[src/rtl/alu_op_sequencer_if.sv]
// Issue/result handshake bundle for alu_op_sequencer.
// Upstream op fields travel with in_valid; results travel with out_valid.
interface alu_op_sequencer_if #(
  parameter int DATA_W = 32
);
  logic              in_valid;
  logic              in_ready;
  logic [6:0]        in_opcode;
  logic [2:0]        in_funct3;
  logic              in_funct7b5;
  logic [DATA_W-1:0] in_a;
  logic [DATA_W-1:0] in_b;
  logic              out_valid;
  logic              out_ready;
  logic [DATA_W-1:0] out_result;
  logic              out_taken;
  logic              out_overflow;
  logic              out_illegal;

  modport master (
    output in_valid, in_opcode, in_funct3,
    output in_funct7b5, in_a, in_b,
    input  in_ready,
    input  out_valid, out_result, out_taken,
    input  out_overflow, out_illegal,
    output out_ready
  );

  modport slave (
    input  in_valid, in_opcode, in_funct3,
    input  in_funct7b5, in_a, in_b,
    output in_ready,
    output out_valid, out_result, out_taken,
    output out_overflow, out_illegal,
    input  out_ready
  );
endinterface

[src/rtl/alu_op_sequencer.sv]
// Issue-side ALU driver: decodes RV32I arithmetic/branch ops into
// ALU passes, runs unsigned compares as 3-pass biased subtracts.
module alu_op_sequencer #(
  parameter int DATA_W = 32,
  parameter int OP_W   = 4,
  parameter int SA_W   = 5
) (
  input  logic              clk,
  input  logic              rst,
  alu_op_sequencer_if.slave io,
  output logic [OP_W-1:0]   alu_op,
  output logic [SA_W-1:0]   alu_sa,
  output logic [DATA_W-1:0] alu_a,
  output logic [DATA_W-1:0] alu_b,
  input  logic [DATA_W-1:0] alu_c,
  input  logic              alu_v
);

  localparam logic [OP_W-1:0] A_OR  = 4'b0001;
  localparam logic [OP_W-1:0] A_AND = 4'b0011;
  localparam logic [OP_W-1:0] A_XOR = 4'b0111;
  localparam logic [OP_W-1:0] A_EQ  = 4'b0010;
  localparam logic [OP_W-1:0] A_NE  = 4'b0000;
  localparam logic [OP_W-1:0] A_ADD = 4'b1000;
  localparam logic [OP_W-1:0] A_SUB = 4'b1100;
  localparam logic [OP_W-1:0] A_SLL = 4'b1010;
  localparam logic [OP_W-1:0] A_SRL = 4'b1110;
  localparam logic [OP_W-1:0] A_SRA = 4'b1111;

  localparam logic [DATA_W-1:0] BIAS =
    {1'b1, {(DATA_W-1){1'b0}}};

  localparam logic [6:0] OPC_OP  = 7'b0110011;
  localparam logic [6:0] OPC_IMM = 7'b0010011;
  localparam logic [6:0] OPC_LUI = 7'b0110111;
  localparam logic [6:0] OPC_AUI = 7'b0010111;
  localparam logic [6:0] OPC_BR  = 7'b1100011;

  typedef enum logic [2:0] {
    IDLE, EXEC1, EXEC2, EXEC3, DONE
  } state_e;

  typedef enum logic [3:0] {
    K_PLAIN, K_ADDSUB, K_SLT, K_BEQ, K_BLT,
    K_BGE, K_SLTU, K_BLTU, K_BGEU
  } kind_e;

  state_e            state_q, state_d;
  kind_e             kind_q, kind_d;
  logic [OP_W-1:0]   alu_op_q, alu_op_d;
  logic [SA_W-1:0]   alu_sa_q, alu_sa_d;
  logic [DATA_W-1:0] alu_a_q, alu_a_d;
  logic [DATA_W-1:0] alu_b_q, alu_b_d;
  logic [DATA_W-1:0] opnd_q, opnd_d;
  logic [DATA_W-1:0] res_q, res_d;
  logic              taken_q, taken_d;
  logic              ovf_q, ovf_d;
  logic              ill_q, ill_d;

  logic [OP_W-1:0]   dec_op;
  logic [DATA_W-1:0] dec_a;
  logic [DATA_W-1:0] dec_b;
  kind_e             dec_kind;
  logic              dec_ill;

  logic [DATA_W-1:0] fin_res;
  logic              fin_taken;
  logic              fin_ovf;
  logic              lt;
  logic              three_pass;

  always_comb begin
    dec_op   = A_ADD;
    dec_a    = io.in_a;
    dec_b    = io.in_b;
    dec_kind = K_PLAIN;
    dec_ill  = 1'b0;
    case (io.in_opcode)
      OPC_OP, OPC_IMM: begin
        case (io.in_funct3)
          3'b000: begin
            dec_kind = K_ADDSUB;
            if (io.in_opcode == OPC_OP && io.in_funct7b5)
              dec_op = A_SUB;
          end
          3'b001: dec_op = A_SLL;
          3'b010: begin
            dec_op   = A_SUB;
            dec_kind = K_SLT;
          end
          3'b011: begin
            dec_op   = A_XOR;
            dec_b    = BIAS;
            dec_kind = K_SLTU;
          end
          3'b100: dec_op = A_XOR;
          3'b101: dec_op = io.in_funct7b5 ? A_SRA : A_SRL;
          3'b110: dec_op = A_OR;
          default: dec_op = A_AND;
        endcase
      end
      OPC_LUI: dec_a = '0;
      OPC_AUI: dec_op = A_ADD;
      OPC_BR: begin
        case (io.in_funct3)
          3'b000: begin
            dec_op   = A_EQ;
            dec_kind = K_BEQ;
          end
          3'b001: begin
            dec_op   = A_NE;
            dec_kind = K_BEQ;
          end
          3'b100: begin
            dec_op   = A_SUB;
            dec_kind = K_BLT;
          end
          3'b101: begin
            dec_op   = A_SUB;
            dec_kind = K_BGE;
          end
          3'b110: begin
            dec_op   = A_XOR;
            dec_b    = BIAS;
            dec_kind = K_BLTU;
          end
          3'b111: begin
            dec_op   = A_XOR;
            dec_b    = BIAS;
            dec_kind = K_BGEU;
          end
          default: dec_ill = 1'b1;
        endcase
      end
      default: dec_ill = 1'b1;
    endcase
  end

  assign lt = alu_c[DATA_W-1] ^ alu_v;
  assign three_pass = (kind_q == K_SLTU) ||
                      (kind_q == K_BLTU) ||
                      (kind_q == K_BGEU);

  always_comb begin
    fin_res   = alu_c;
    fin_taken = 1'b0;
    fin_ovf   = 1'b0;
    case (kind_q)
      K_ADDSUB: fin_ovf = alu_v;
      K_SLT, K_SLTU:
        fin_res = {{(DATA_W-1){1'b0}}, lt};
      K_BEQ: fin_taken = alu_c[0];
      K_BLT, K_BLTU: fin_taken = lt;
      K_BGE, K_BGEU: fin_taken = ~lt;
      default: ;
    endcase
  end

  always_comb begin
    state_d  = state_q;
    kind_d   = kind_q;
    alu_op_d = alu_op_q;
    alu_sa_d = alu_sa_q;
    alu_a_d  = alu_a_q;
    alu_b_d  = alu_b_q;
    opnd_d   = opnd_q;
    res_d    = res_q;
    taken_d  = taken_q;
    ovf_d    = ovf_q;
    ill_d    = ill_q;
    case (state_q)
      IDLE: begin
        if (io.in_valid) begin
          if (dec_ill) begin
            res_d   = '0;
            taken_d = 1'b0;
            ovf_d   = 1'b0;
            ill_d   = 1'b1;
            state_d = DONE;
          end else begin
            alu_op_d = dec_op;
            alu_sa_d = io.in_b[SA_W-1:0];
            alu_a_d  = dec_a;
            alu_b_d  = dec_b;
            kind_d   = dec_kind;
            opnd_d   = io.in_b;
            ill_d    = 1'b0;
            state_d  = EXEC1;
          end
        end
      end
      EXEC1: begin
        if (three_pass) begin
          // Keep biased A; bias original B next.
          alu_a_d = opnd_q;
          alu_b_d = BIAS;
          opnd_d  = alu_c;
          state_d = EXEC2;
        end else begin
          res_d   = fin_res;
          taken_d = fin_taken;
          ovf_d   = fin_ovf;
          state_d = DONE;
        end
      end
      EXEC2: begin
        alu_op_d = A_SUB;
        alu_a_d  = opnd_q;
        alu_b_d  = alu_c;
        state_d  = EXEC3;
      end
      EXEC3: begin
        res_d   = fin_res;
        taken_d = fin_taken;
        ovf_d   = fin_ovf;
        state_d = DONE;
      end
      DONE: begin
        if (io.out_ready) state_d = IDLE;
      end
      default: state_d = IDLE;
    endcase
  end

  always_ff @(posedge clk or posedge rst) begin
    if (rst) begin
      state_q  <= IDLE;
      kind_q   <= K_PLAIN;
      alu_op_q <= '0;
      alu_sa_q <= '0;
      alu_a_q  <= '0;
      alu_b_q  <= '0;
      opnd_q   <= '0;
      res_q    <= '0;
      taken_q  <= 1'b0;
      ovf_q    <= 1'b0;
      ill_q    <= 1'b0;
    end else begin
      state_q  <= state_d;
      kind_q   <= kind_d;
      alu_op_q <= alu_op_d;
      alu_sa_q <= alu_sa_d;
      alu_a_q  <= alu_a_d;
      alu_b_q  <= alu_b_d;
      opnd_q   <= opnd_d;
      res_q    <= res_d;
      taken_q  <= taken_d;
      ovf_q    <= ovf_d;
      ill_q    <= ill_d;
    end
  end

  assign alu_op          = alu_op_q;
  assign alu_sa          = alu_sa_q;
  assign alu_a           = alu_a_q;
  assign alu_b           = alu_b_q;
  assign io.in_ready     = (state_q == IDLE);
  assign io.out_valid    = (state_q == DONE);
  assign io.out_result   = res_q;
  assign io.out_taken    = taken_q;
  assign io.out_overflow = ovf_q;
  assign io.out_illegal  = ill_q;

endmodule
[src/flat_wrapper.sv]
// flat-port wrapper written by rule: the top's interface ports become plain ports
module alu_op_sequencer_flat 
#(
  parameter int DATA_W = 32,
  parameter int OP_W   = 4,
  parameter int SA_W   = 5
)
  (clk, rst, alu_op, alu_sa, alu_a, alu_b, alu_c, alu_v, io_in_valid, io_in_opcode, io_in_funct3, io_in_funct7b5, io_in_a, io_in_b, io_in_ready, io_out_valid, io_out_result, io_out_taken, io_out_overflow, io_out_illegal, io_out_ready);
  alu_op_sequencer_if #(.DATA_W(DATA_W)) io_i ();
  input  logic clk;
  input  logic rst;
  output logic [OP_W-1:0] alu_op;
  output logic [SA_W-1:0] alu_sa;
  output logic [DATA_W-1:0] alu_a;
  output logic [DATA_W-1:0] alu_b;
  input  logic [DATA_W-1:0] alu_c;
  input  logic alu_v;
  input wire logic [$bits(io_i.in_valid)-1:0] io_in_valid;
  input wire logic [$bits(io_i.in_opcode)-1:0] io_in_opcode;
  input wire logic [$bits(io_i.in_funct3)-1:0] io_in_funct3;
  input wire logic [$bits(io_i.in_funct7b5)-1:0] io_in_funct7b5;
  input wire logic [$bits(io_i.in_a)-1:0] io_in_a;
  input wire logic [$bits(io_i.in_b)-1:0] io_in_b;
  output wire logic [$bits(io_i.in_ready)-1:0] io_in_ready;
  output wire logic [$bits(io_i.out_valid)-1:0] io_out_valid;
  output wire logic [$bits(io_i.out_result)-1:0] io_out_result;
  output wire logic [$bits(io_i.out_taken)-1:0] io_out_taken;
  output wire logic [$bits(io_i.out_overflow)-1:0] io_out_overflow;
  output wire logic [$bits(io_i.out_illegal)-1:0] io_out_illegal;
  input wire logic [$bits(io_i.out_ready)-1:0] io_out_ready;
  assign io_i.in_valid = io_in_valid;
  assign io_i.in_opcode = io_in_opcode;
  assign io_i.in_funct3 = io_in_funct3;
  assign io_i.in_funct7b5 = io_in_funct7b5;
  assign io_i.in_a = io_in_a;
  assign io_i.in_b = io_in_b;
  assign io_in_ready = io_i.in_ready;
  assign io_out_valid = io_i.out_valid;
  assign io_out_result = io_i.out_result;
  assign io_out_taken = io_i.out_taken;
  assign io_out_overflow = io_i.out_overflow;
  assign io_out_illegal = io_i.out_illegal;
  assign io_i.out_ready = io_out_ready;
  alu_op_sequencer #(.DATA_W(DATA_W), .OP_W(OP_W), .SA_W(SA_W)) u_core (.clk(clk), .rst(rst), .io(io_i), .alu_op(alu_op), .alu_sa(alu_sa), .alu_a(alu_a), .alu_b(alu_b), .alu_c(alu_c), .alu_v(alu_v));
endmodule
[config.mk]
export PLATFORM = sky130hd
export DESIGN_NAME = alu_op_sequencer_flat
export DESIGN_NICKNAME = d
export VERILOG_FILES = /design/src/rtl/alu_op_sequencer_if.sv /design/src/rtl/alu_op_sequencer.sv /design/src/flat_wrapper.sv
export SDC_FILE = /design/constraint.sdc
export NUM_CORES = 1
export LEC_CHECK = 0
export ABC_AREA = 1
export CORE_MARGIN = 2
export CORE_UTILIZATION = 25
export CTS_CLUSTER_DIAMETER = 80
export DETAILED_ROUTE_END_ITERATION = 12
export MAX_ROUTING_LAYER = met4
export PLACE_DENSITY = 0.53
export SYNTH_ARGS = -nofsm -noshare
export SYNTH_HDL_FRONTEND = slang
export SYNTH_SLANG_ARGS = --single-unit
[constraint.sdc]
create_clock -name clk -period 7.1 [get_ports clk]
set_clock_uncertainty 0.05 [all_clocks]
set_input_delay 1.065 -clock clk [delete_from_list [all_inputs] [get_ports clk]]
set_output_delay 1.065 -clock clk [all_outputs]
set_load 0.005 [all_outputs]
==> impl_metrics.py <==
metrics = {
    "outcome": {
        "status": "finished clean",
    },
    "clocking": {
        "h-tree-depth": 4,
        "root_buffer": "clkbuf_16",
        "cts.clk_slew.worst_paths_ps": 60,
        "cts_buffers": 17,
        "clk_path_buf_depth": 2,
        "worstSkewPairLatency_ps": 420,
        "post_cts_resize_count": 0,
        "post_cts.repair.setup_buffers": 0,
        "holdBufCountCts": 0,
        "cts_tree": "yes",
        "cts_sinks": 147,
    },
    "floorplan": {
        "die_y_um": 179,
        "coreArea_mm2": 0.0304,
        "start_util": 0.252,
        "rows": 64,
        "die-area_mm2": 0.0321,
        "die_w_um": 179,
        "ios": 222,
    },
    "yosys": {
        "syn_avg_cell_area_um2": 7.16,
        "ys_types": 32,
        "yosysWarnings": 0,
        "syn_nets": 1185,
        "synth-seq-cells": 147,
        "netlist_instances": 1073,
        "netlist_area_mm2": 0.00768,
        "seq_area_frac_synth": 0.479,
    },
    "worst_setup_path": {
        "cp_max_fo": 33,
        "r2r-start": "u_core.state_q[1]",
        "endpoint_kind": "register",
        "slowest_delay_ps": 630,
        "crit_chain": "clkdlybuf4s50_1 > inv_1 > nand2_1 > nand3_1 > nand3_1 > nand2_1 > inv_2 > nand2_2 > nand2_1 > nand2_1",
        "crit_type": "input port to register",
        "start_kind": "input port",
        "worst_path_most_repeated_cell": "nand2_1",
        "cp_slowest_cell": "clkdlybuf4s50_1",
        "worst_ep_required_time_ps": 7360,
        "cp-startpoint": "io_in_funct3[2]",
        "cp_data_arrival_time_ps": 3550,
    },
    "drt": {
        "drt_iter0_drc": 458,
        "ant_nets": 0,
        "num_vias": 7421,
        "drt_pre_antenna_iters": 5,
        "drcViolationCount": 0,
        "viasPerCell": 4.45,
        "wire_per_inst_um": 15.8,
        "drt_wl_total_mm": 26.4,
    },
    "placement": {
        "portBuffers": 221,
        "post-dp-hpwl_mm": 18.3,
        "gp_congestion": 0.876,
    },
    "global_route": {
        "grt_pass1_vias": 7233,
        "grt_pass1_wl_mm": 41.0,
        "gr-total-overflow": 0,
        "antenna_found_initial": 2,
        "grt_max_degree": 84,
        "grtUsageTotal": 0.172,
    },
    "run": {
        "drv_cap": 0,
    },
    "power_and_ir_drop": {
        "p_leak_nw": 5.06,
        "vdd_drop_max_mv": 0.132,
        "fin_total_pwr_mw": 3.52,
        "power.density_mw_per_mm2": 328,
    },
    "sta": {
        "hold_viol_final": 0,
        "tightestPinTransition_ps": 1150,
        "period_minus_slack_ps": 3290,
        "rsz0062_at_grt": "false",
        "maxSlewViolCount": 0,
        "fin_setup_tns_ps": 0,
        "fmax_ghz": 0.304,
        "max_slew_margin": 0.235,
        "finalSetupViolations": 0,
        "fin_crit_sh": 0.464,
    },
    "min_path": {
        "hold_path_startpoint": "u_core.opnd_q[29]",
        "hp-class": "register to register",
    },
    "finish": {
        "area_delta_synth_final_pct": 39.6,
        "mostFrequentLayoutCells": "nand2_1, clkdlybuf4s50_1, dfrtp_1",
        "drive_above_1_share": 0.0472,
        "final_common_cell": "nand2_1",
        "final_nets": 1369,
    },
}
## stage by stage
| step | instances | util | setup WS, ps | instance area (um^2) | hold WS [ps] |
|---|---|---|---|---|---|
| after global routing | 1668 | 0.352 | 3490 | 10700 | 449 |
| after global placement | 1634 | 0.332 | 3480 | 10100 | 410 |
| after floorplan | 1073 | - | 2030 | 7680 | 392 |
| after detailed placement | 1634 | 0.332 | 3390 | 10100 | 409 |
| after CTS | 1666 | 0.352 | 3840 | 10700 | 424 |
| final | 1668 | 0.352 | 3810 | 10700 | 417 |
## worst paths after layout
kind,slack (ps),cells after the start,end
setup / recovery,3810,10,u_core.opnd_q[17]
hold / removal,420,2,u_core.opnd_q[29]
setup reg to reg,4060,10,u_core.alu_a[14]
hold reg to reg,420,2,u_core.opnd_q[29]
max in group asynchronous,4500,3,u_core.io.out_result[10]
min in group asynchronous,1130,2,u_core.alu_a[4]
## layout make-up
type | count | area [um^2]
fill | 3243 | 19700
sequential | 147 | 3680
multi-input combinational | 798 | 3400
timing repair buffer | 231 | 2290
tap | 396 | 495
clock buffer | 17 | 425
inverter | 62 | 240
clock inverter | 15 | 195
antenna | 2 | 5.00
## cell usage after synthesis, drive strengths merged
cell type | instances | area share
o41ai | 1 | 0.0011
nand2 | 495 | 0.24
o211ai | 2 | 0.0026
nand4 | 2 | 0.0016
nor3 | 5 | 0.0054
dfrtp | 147 | 0.48
nand3b | 1 | 0.00098
o21bai | 1 | 0.00098
o21a | 1 | 0.00098
o21ai | 119 | 0.078
nand3 | 117 | 0.078
clkbuf | 20 | 0.0099
buf | 46 | 0.040
nor2 | 47 | 0.023
inv | 62 | 0.031
xnor2 | 1 | 0.0011
or2 | 1 | 0.00082
a21oi | 5 | 0.0037
## layer usage
layer / global-route usage / vias up / wire length (um)
met5: - / - / 0
met4: 0.0517 / 0 / 391
met3: 0.0235 / 17 / 1130
met2: 0.257 / 188 / 11800
met1: 0.242 / 3450 / 13100
li1: - / 3766 / -
## logic make-up after synthesis
kind of cell / after synthesis / share of synthesized area
DFF: 147 / 0.479
and+or+nand+nor: 668 / 0.352
AOI/OAI and AO/OA: 129 / 0.0870
buffers and inverters: 128 / 0.0805
xor gates and xnor gates: 1 / 0.00114
## report_power, final
group | internal (mW) | switching, mW | total, mW
Clock | 0.564 | 0.401 | 0.965
Sequential | 1.13 | 0.166 | 1.29
Combinational | 0.590 | 0.666 | 1.26
Total | 2.28 | 1.23 | 3.52
## sequential cells by signal, summed over array words and instances, names as in the netlist, 3 cells and up
name and flops:
u_core.alu_sa 5, u_core.state_q 3, u_core.opnd_q 32, u_core.alu_a 32, u_core.alu_b 32, u_core.alu_op 4, u_core.kind_q 4, u_core.io.out_result 32
## worst max-delay path: cells and delay by family
kind	cells	cell delay, ps
buffers and inverters	3	1180
and+or+nand+nor	7	1280
Note: power is estimated with default switching activity, not from simulation.
